$ cat src/rtl/csr_bank_mq.sv
// APB-facing CSR bank: operand/ctrl registers packed into a FIFO_IN command,
// result holding register fed from FIFO_OUT, sticky W1C errors and maskable irq.
module csr_bank_mq #(
  parameter int unsigned APB_BUS_SIZE   = 32,
  parameter int unsigned ADDR_W         = 4,
  parameter int unsigned DATA_SIZE      = 32,
  parameter int unsigned NUM_OPERANDS   = 2,
  parameter int unsigned OPERATION_SIZE = 4,
  parameter int unsigned OPERATION_BIT  = 1,
  parameter int unsigned ID_SIZE        = 4,
  parameter int unsigned ID_BIT         = 5,
  parameter int unsigned FIFO_OUT_WIDTH = 32,
  parameter int unsigned FIFO_IN_WIDTH  = NUM_OPERANDS*DATA_SIZE+ID_SIZE+OPERATION_SIZE
) (
  input  logic                      clk,
  input  logic                      rst,
  input  logic                      wr_en,
  input  logic                      rd_en,
  input  logic [ADDR_W-1:0]         addr,
  input  logic [APB_BUS_SIZE-1:0]   wdata,
  output logic [APB_BUS_SIZE-1:0]   rdata,
  output logic [FIFO_IN_WIDTH-1:0]  fifo_in_data,
  output logic                      fifo_in_push,
  input  logic                      fifo_in_full,
  input  logic [FIFO_OUT_WIDTH-1:0] fifo_out_data,
  input  logic                      fifo_out_empty,
  output logic                      fifo_out_pop,
  output logic                      irq
);

  localparam int unsigned HDR_W = ID_SIZE + OPERATION_SIZE;

  typedef enum logic {IDLE, PEND} state_t;

  state_t                     state, state_next;
  logic [OPERATION_SIZE-1:0]  op;
  logic [ID_SIZE-1:0]         id;
  logic                       auto_id;
  logic [DATA_SIZE-1:0]       data_q [NUM_OPERANDS];
  logic [1:0]                 irq_en;
  logic [FIFO_OUT_WIDTH-1:0]  result;
  logic                       res_valid;
  logic                       cmd_err;
  logic                       rd_underflow;

  logic wr_ctrl, wr_status, wr_irq_en, wr_data_any, rd_result;
  logic cmd_err_set, underflow_set;
  logic unused_bits;

  // Address decode; a simultaneous write suppresses read side effects
  always_comb begin
    wr_data_any = 1'b0;
    for (int unsigned k = 0; k < NUM_OPERANDS; k++) begin
      if (addr == ADDR_W'(4 + k)) wr_data_any = wr_en;
    end
  end

  assign wr_ctrl       = wr_en && (addr == ADDR_W'(0));
  assign wr_status     = wr_en && (addr == ADDR_W'(1));
  assign wr_irq_en     = wr_en && (addr == ADDR_W'(2));
  assign rd_result     = rd_en && !wr_en && (addr == ADDR_W'(3));
  assign cmd_err_set   = (state == PEND) && (wr_ctrl || wr_data_any);
  assign underflow_set = rd_result && !res_valid;
  assign fifo_out_pop  = !res_valid && !fifo_out_empty;
  assign unused_bits   = ^wdata;

  always_ff @(posedge clk) begin
    if (rst) state <= IDLE;
    else     state <= state_next;
  end

  // Command FSM: hold the snapshot in PEND until FIFO_IN accepts it
  always_comb begin
    state_next   = state;
    fifo_in_push = 1'b0;
    case (state)
      IDLE: if (wr_ctrl && wdata[0]) state_next = PEND;
      PEND: begin
        fifo_in_push = !fifo_in_full;
        if (!fifo_in_full) state_next = IDLE;
      end
      default: state_next = IDLE;
    endcase
  end

  always_ff @(posedge clk) begin
    if (rst) begin
      op           <= '0;
      id           <= '0;
      auto_id      <= 1'b0;
      irq_en       <= '0;
      result       <= '0;
      res_valid    <= 1'b0;
      cmd_err      <= 1'b0;
      rd_underflow <= 1'b0;
      irq          <= 1'b0;
      for (int unsigned k = 0; k < NUM_OPERANDS; k++) data_q[k] <= '0;
    end else begin
      if (state == IDLE && wr_ctrl) begin
        op      <= wdata[OPERATION_BIT +: OPERATION_SIZE];
        id      <= wdata[ID_BIT +: ID_SIZE];
        auto_id <= wdata[APB_BUS_SIZE-1];
      end else if (fifo_in_push && auto_id) begin
        id <= id + ID_SIZE'(1);
      end
      for (int unsigned k = 0; k < NUM_OPERANDS; k++) begin
        if (state == IDLE && wr_en && addr == ADDR_W'(4 + k)) data_q[k] <= wdata[DATA_SIZE-1:0];
      end
      if (wr_irq_en) irq_en <= wdata[1:0];
      if (fifo_out_pop) begin
        result    <= fifo_out_data;
        res_valid <= 1'b1;
      end else if (rd_result && res_valid) begin
        res_valid <= 1'b0;
      end
      // Set events take precedence over W1C
      if (cmd_err_set)                    cmd_err <= 1'b1;
      else if (wr_status && wdata[4])     cmd_err <= 1'b0;
      if (underflow_set)                  rd_underflow <= 1'b1;
      else if (wr_status && wdata[5])     rd_underflow <= 1'b0;
      irq <= (irq_en[0] & res_valid) | (irq_en[1] & (cmd_err | rd_underflow));
    end
  end

  // Command word: {DATA_{N-1}..DATA_0, id, op}
  always_comb begin
    fifo_in_data = '0;
    fifo_in_data[OPERATION_SIZE-1:0] = op;
    fifo_in_data[OPERATION_SIZE +: ID_SIZE] = id;
    for (int unsigned k = 0; k < NUM_OPERANDS; k++) begin
      fifo_in_data[HDR_W + k*DATA_SIZE +: DATA_SIZE] = data_q[k];
    end
  end

  always_comb begin
    rdata = '0;
    if (addr == ADDR_W'(0)) begin
      rdata[0] = (state == PEND);
      rdata[OPERATION_BIT +: OPERATION_SIZE] = op;
      rdata[ID_BIT +: ID_SIZE] = id;
      rdata[APB_BUS_SIZE-1] = auto_id;
    end else if (addr == ADDR_W'(1)) begin
      rdata[5:0] = {rd_underflow, cmd_err, fifo_out_empty, fifo_in_full, res_valid, (state == PEND)};
    end else if (addr == ADDR_W'(2)) begin
      rdata[1:0] = irq_en;
    end else if (addr == ADDR_W'(3)) begin
      rdata = APB_BUS_SIZE'(result);
    end else begin
      for (int unsigned k = 0; k < NUM_OPERANDS; k++) begin
        if (addr == ADDR_W'(4 + k)) rdata = APB_BUS_SIZE'(data_q[k]);
      end
    end
  end

endmodule

$ cat config.mk
export PLATFORM = sky130hd
export DESIGN_NAME = csr_bank_mq
export DESIGN_NICKNAME = d
export VERILOG_FILES = /design/src/rtl/csr_bank_mq.sv
export SDC_FILE = /design/constraint.sdc
export NUM_CORES = 1
export LEC_CHECK = 0
export BUFFER_PORTS_ARGS = -buffer_cell sky130_fd_sc_hd__buf_2
export CAP_MARGIN = 20
export CORE_ASPECT_RATIO = 1.1
export CORE_MARGIN = 3
export CORE_UTILIZATION = 50
export CTS_CLUSTER_SIZE = 10
export DETAILED_ROUTE_END_ITERATION = 7
export GPL_TIMING_DRIVEN = 0
export HOLD_SLACK_MARGIN = 0.03
export PLACE_DENSITY = 0.79
export SLEW_MARGIN = 5
export SYNTH_ARGS = -nofsm -noshare
export SYNTH_HDL_FRONTEND = slang
export SYNTH_SLANG_ARGS = --single-unit
$ cat constraint.sdc
create_clock -name clk -period 4.7 [get_ports clk]
set_input_delay 1.175 -clock clk [delete_from_list [all_inputs] [get_ports clk]]
set_output_delay 1.175 -clock clk [all_outputs]
set_load 0.03 [all_outputs]
==> summary.md <==
| Metric | Value |
|---|---|
| Placed wire-length estimate | `11200 um` |
| Slew @ Worst Pin | `0.872 ns` |
| Count of cell types in the netlist | `49` |
| TritonCTS clock tree | `yes` |
| Clock Latency Late Sink | `around 0.38 ns` |
| Leakage Power | `2.71 nW` |
| Max H-tree Level | `3` |
| # hold bufs at CTS | `0` |
| CTS sink cnt | `112` |
| Avg Cell Area, Syn | `roughly 11 um2` |
| Grt ovf | `0` |
| Crit path time final | `around 4 ns` |
| Adder-Cell Fraction of Synth Area | `0.251%` |
| Main synth FF type | `edfxtp_1` |
| Post-synth top area cell | `edfxtp_1` |
| R2r startpoint | `state` |
| Vias | `4424` |
| Initial antenna violation count | `1` |
| Synth area leaders | `edfxtp_1, dfxtp_1, nand2_1` |
| GRT Total Usage | `27.4%` |
| CP bufs+invs | `5` |
| CTS root buffer | `clkbuf_8` |
| Slowest stage delay, CP | `0.71 ns` |
| First-pass GRT wire length | `~24000 um` |
| RSZ-0062 raised after global routing | `no` |
| Min-Delay Path Depth | `2` |
| Post-CTS setup repair buffer count | `0` |
| Die width | `101 um` |
| CP delay by family, top | `buffers and inverters` |
| Placeable Area | `9540 um2` |
| Post-synth EDFFs | `64` |
| Final Max Slew Viols | `0` |
| CP required | `3.52 ns` |
| CP startpoint | `addr[0]` |
| PortBufs | `178` |
| Crit path DAT | `2.95 ns` |
| Post-route DRC | `0` |
| Mapped Cells | `473` |
| Fin Clk Skew | `0.00776 ns` |
| Period Utilization, post-route | `87.7%` |
| Initial DRC count | `360` |
| Worst path cell trace | `buf_2, buf_2, buf_2, nor3_2, a222oi_1, inv_1, buf_2` |
| XOR/XNOR Fraction of Synth Area | `0.176%` |
| Final non-filler cell total | `784` |
| VDD IR max | `0.242 mV` |
| Largest family of logic cells by synthesized area | `simple AND/OR/NAND/NOR gates` |
| Final Hold Vio Count | `0` |
| Slowest cell on crit path | `nor3_2` |
| DRT antenna net count | `0` |
| Clock-pin slew on the worst setup and hold paths | `0.10 ns` |
| Worst-path maximum fanout | `10` |
| Hold Path Class | `reg -> reg` |
| Sequential share of the synthesized area | `57.9%` |
| FF-to-FF setup slack | `2.56 ns` |
| Asr flop ratio synth | `0%` |
| Vias in the first global route | `about 4600` |
| Setup CP Type | `in -> out` |
| FMAX | `between 0.2 and 0.25 GHz` |
| Worst Setup End Kind | `primary output` |
| Routed WL per cell | `19.3 um` |
| Yosys Warn Count | `0` |
| Inserted Diodes | `0` |
| Placed Instances | `768` |
| Row count | `37` |
| Max_cap viols | `0` |
| Syn Std Cell Area | `4980 um2` |
| Seq cells post-synth | `112` |
| Final setup fails | `0` |
| Die extent in y | `around 110 um` |
| Pwr dens | `350 nW/um2` |
| CP Launch Type | `primary input` |
| Initial Utilization | `52.2%` |
| DRT Pass-1 Iters | `6` |
| Largest net degree at the start of global routing | `33` |
| Net Count, Synth | `548` |
| Simple-gate share of the synthesized area | `between 10% and 20%` |
| Reg2Reg Depth | `4` |
| Post-CTS sizing | `0` |
| Synth Area in Compound Gates | `15.1%` |
| # nets final | `737` |
| TritonCTS Buffers | `9` |
| Share of layout cells above drive strength 1 | `between 30% and 40%` |
| Via density | `5.64` |
| Most used cell, CP | `buf_2` |
| # IOs | `181` |
| Post-synthesis mux area share | `5.07%` |
| Layout area overhead | `26.2%` |
| Final wirelength | `15100 um` |
| RD Place Congestion | `0.941` |
| Hold Path Sink | `result[17]` |
| Status | `completed` |
| Minimum hold slack | `0.466 ns` |
| Die ar. | `11200 um2` |
| Rel. slew slack | `41.9%` |
| Max clock buf depth | `2` |
| Beginning of the worst hold path | `result[17]` |
| Setup TNS | `0 ns` |
| Share of the synthesized area in the top cell type | `slightly below 40%` |
| Critical R2R Capture | `data_q[0][38]` |
layer usage:
metal	part of all wire, %	GRT usage (%)	up-vias
li1	-	-	2077
met1	38	33.4	2047
met2	50	46.2	269
met3	10	6.80	29
met4	2.3	10.5	2
met5	0.046	0	-
cells by family after synthesis:
kind of cell    after synthesis
compound gates              111
buf+inv                      47
xor+xnor                      1
simple gates                178
flops                       112
fa+ha+maj                     1
mux                          23
worst min-delay path: cells and delay by family, from the launching register on:
kind             cells  cell delay, ns
AO/OA/AOI/OAI        1            0.05
flip-flops           1            0.33
AND/OR/NAND/NOR      1            0.05
registers in the layout, indices dropped and copies added, names as in the netlist, 2 cells and up:
register and cells:
data_q 64, op 4, result 32, irq_en 2, id 4
cell type report:
type                    count  area [um2]
repair buffers            178         891
flip-flops and latches    112        2880
well taps                 117         146
multi-input cells         314        1890
clock buffers               9         124
inverters                  14        52.6
plain buffers              33         158
clock inverters             7         141
fillers                   763        3250
worst max-delay path by stage:
stage	end	slack, ns	cells past startpoint
6_report	rdata[30]	0.58	7
5_1_grt	rdata[30]	0.46	7
4_1_cts	rdata[30]	0.61	7
3_5_place_dp	rdata[30]	0.62	7
3_3_place_gp	data_q[0][24]	0.60	5
2_1_floorplan	rdata[5]	0.90	6
synth_stat cells, types with 5 or more instances:
master	instances
nand3_1	6
nor2b_1	11
inv_1	14
a21oi_1	50
buf_2	9
edfxtp_1	64
and2_1	32
mux2i_1	5
a22oi_1	15
a222oi_1	9
a2bb2oi_1	5
clkbuf_1	18
o21ai_0	5
nor2_1	26
nand2_1	85
dfxtp_1	48
mux2_2	18
report_power, final:
part	leakage (nW)	switching [mW]	internal [mW]
registers	1.01	0.0312	1.09
logic	1.58	0.234	0.108
clock network	0.130	0.330	0.409
total	2.71	0.595	1.61
through the flow:
| stage | power (mW) | setup WS, ns | area (um2) | utilization [%] |
|---|---|---|---|---|
| after floorplan | 1.35 | 0.901 | 4980 | - |
| after global placement | 1.48 | 0.598 | 6020 | 63.1 |
| after detailed placement | 1.48 | 0.616 | 6020 | 63.1 |
| after CTS | 2.20 | 0.614 | 6290 | 65.9 |
| after global routing | 2.27 | 0.459 | 6290 | 65.9 |
| final | 2.20 | 0.578 | 6290 | 65.9 |
cells in the final DEF (no fill, tap or decap), types with 4 or more instances in the layout:
| cell type | netlist | routed |
|---|---|---|
| o21ai_0 | 5 | 5 |
| a22oi_1 | 15 | 15 |
| inv_1 | 14 | 14 |
| a2bb2oi_1 | 5 | 5 |
| nand3_1 | 6 | 6 |
| and2_1 | 32 | 32 |
| edfxtp_1 | 64 | 64 |
| dfxtp_1 | 48 | 48 |
| buf_2 | 9 | 187 |
| a222oi_1 | 9 | 9 |
| nand2_1 | 85 | 85 |
| nor2_1 | 26 | 26 |
| clkbuf_1 | 18 | 18 |
| bufinv_16 | 0 | 4 |
| mux2_2 | 18 | 18 |
| a21oi_1 | 50 | 50 |
| mux2i_1 | 5 | 5 |
| clkbuf_8 | 0 | 9 |
| nor2b_1 | 11 | 11 |
No activity file was read; power rests on OpenSTA's default activity.
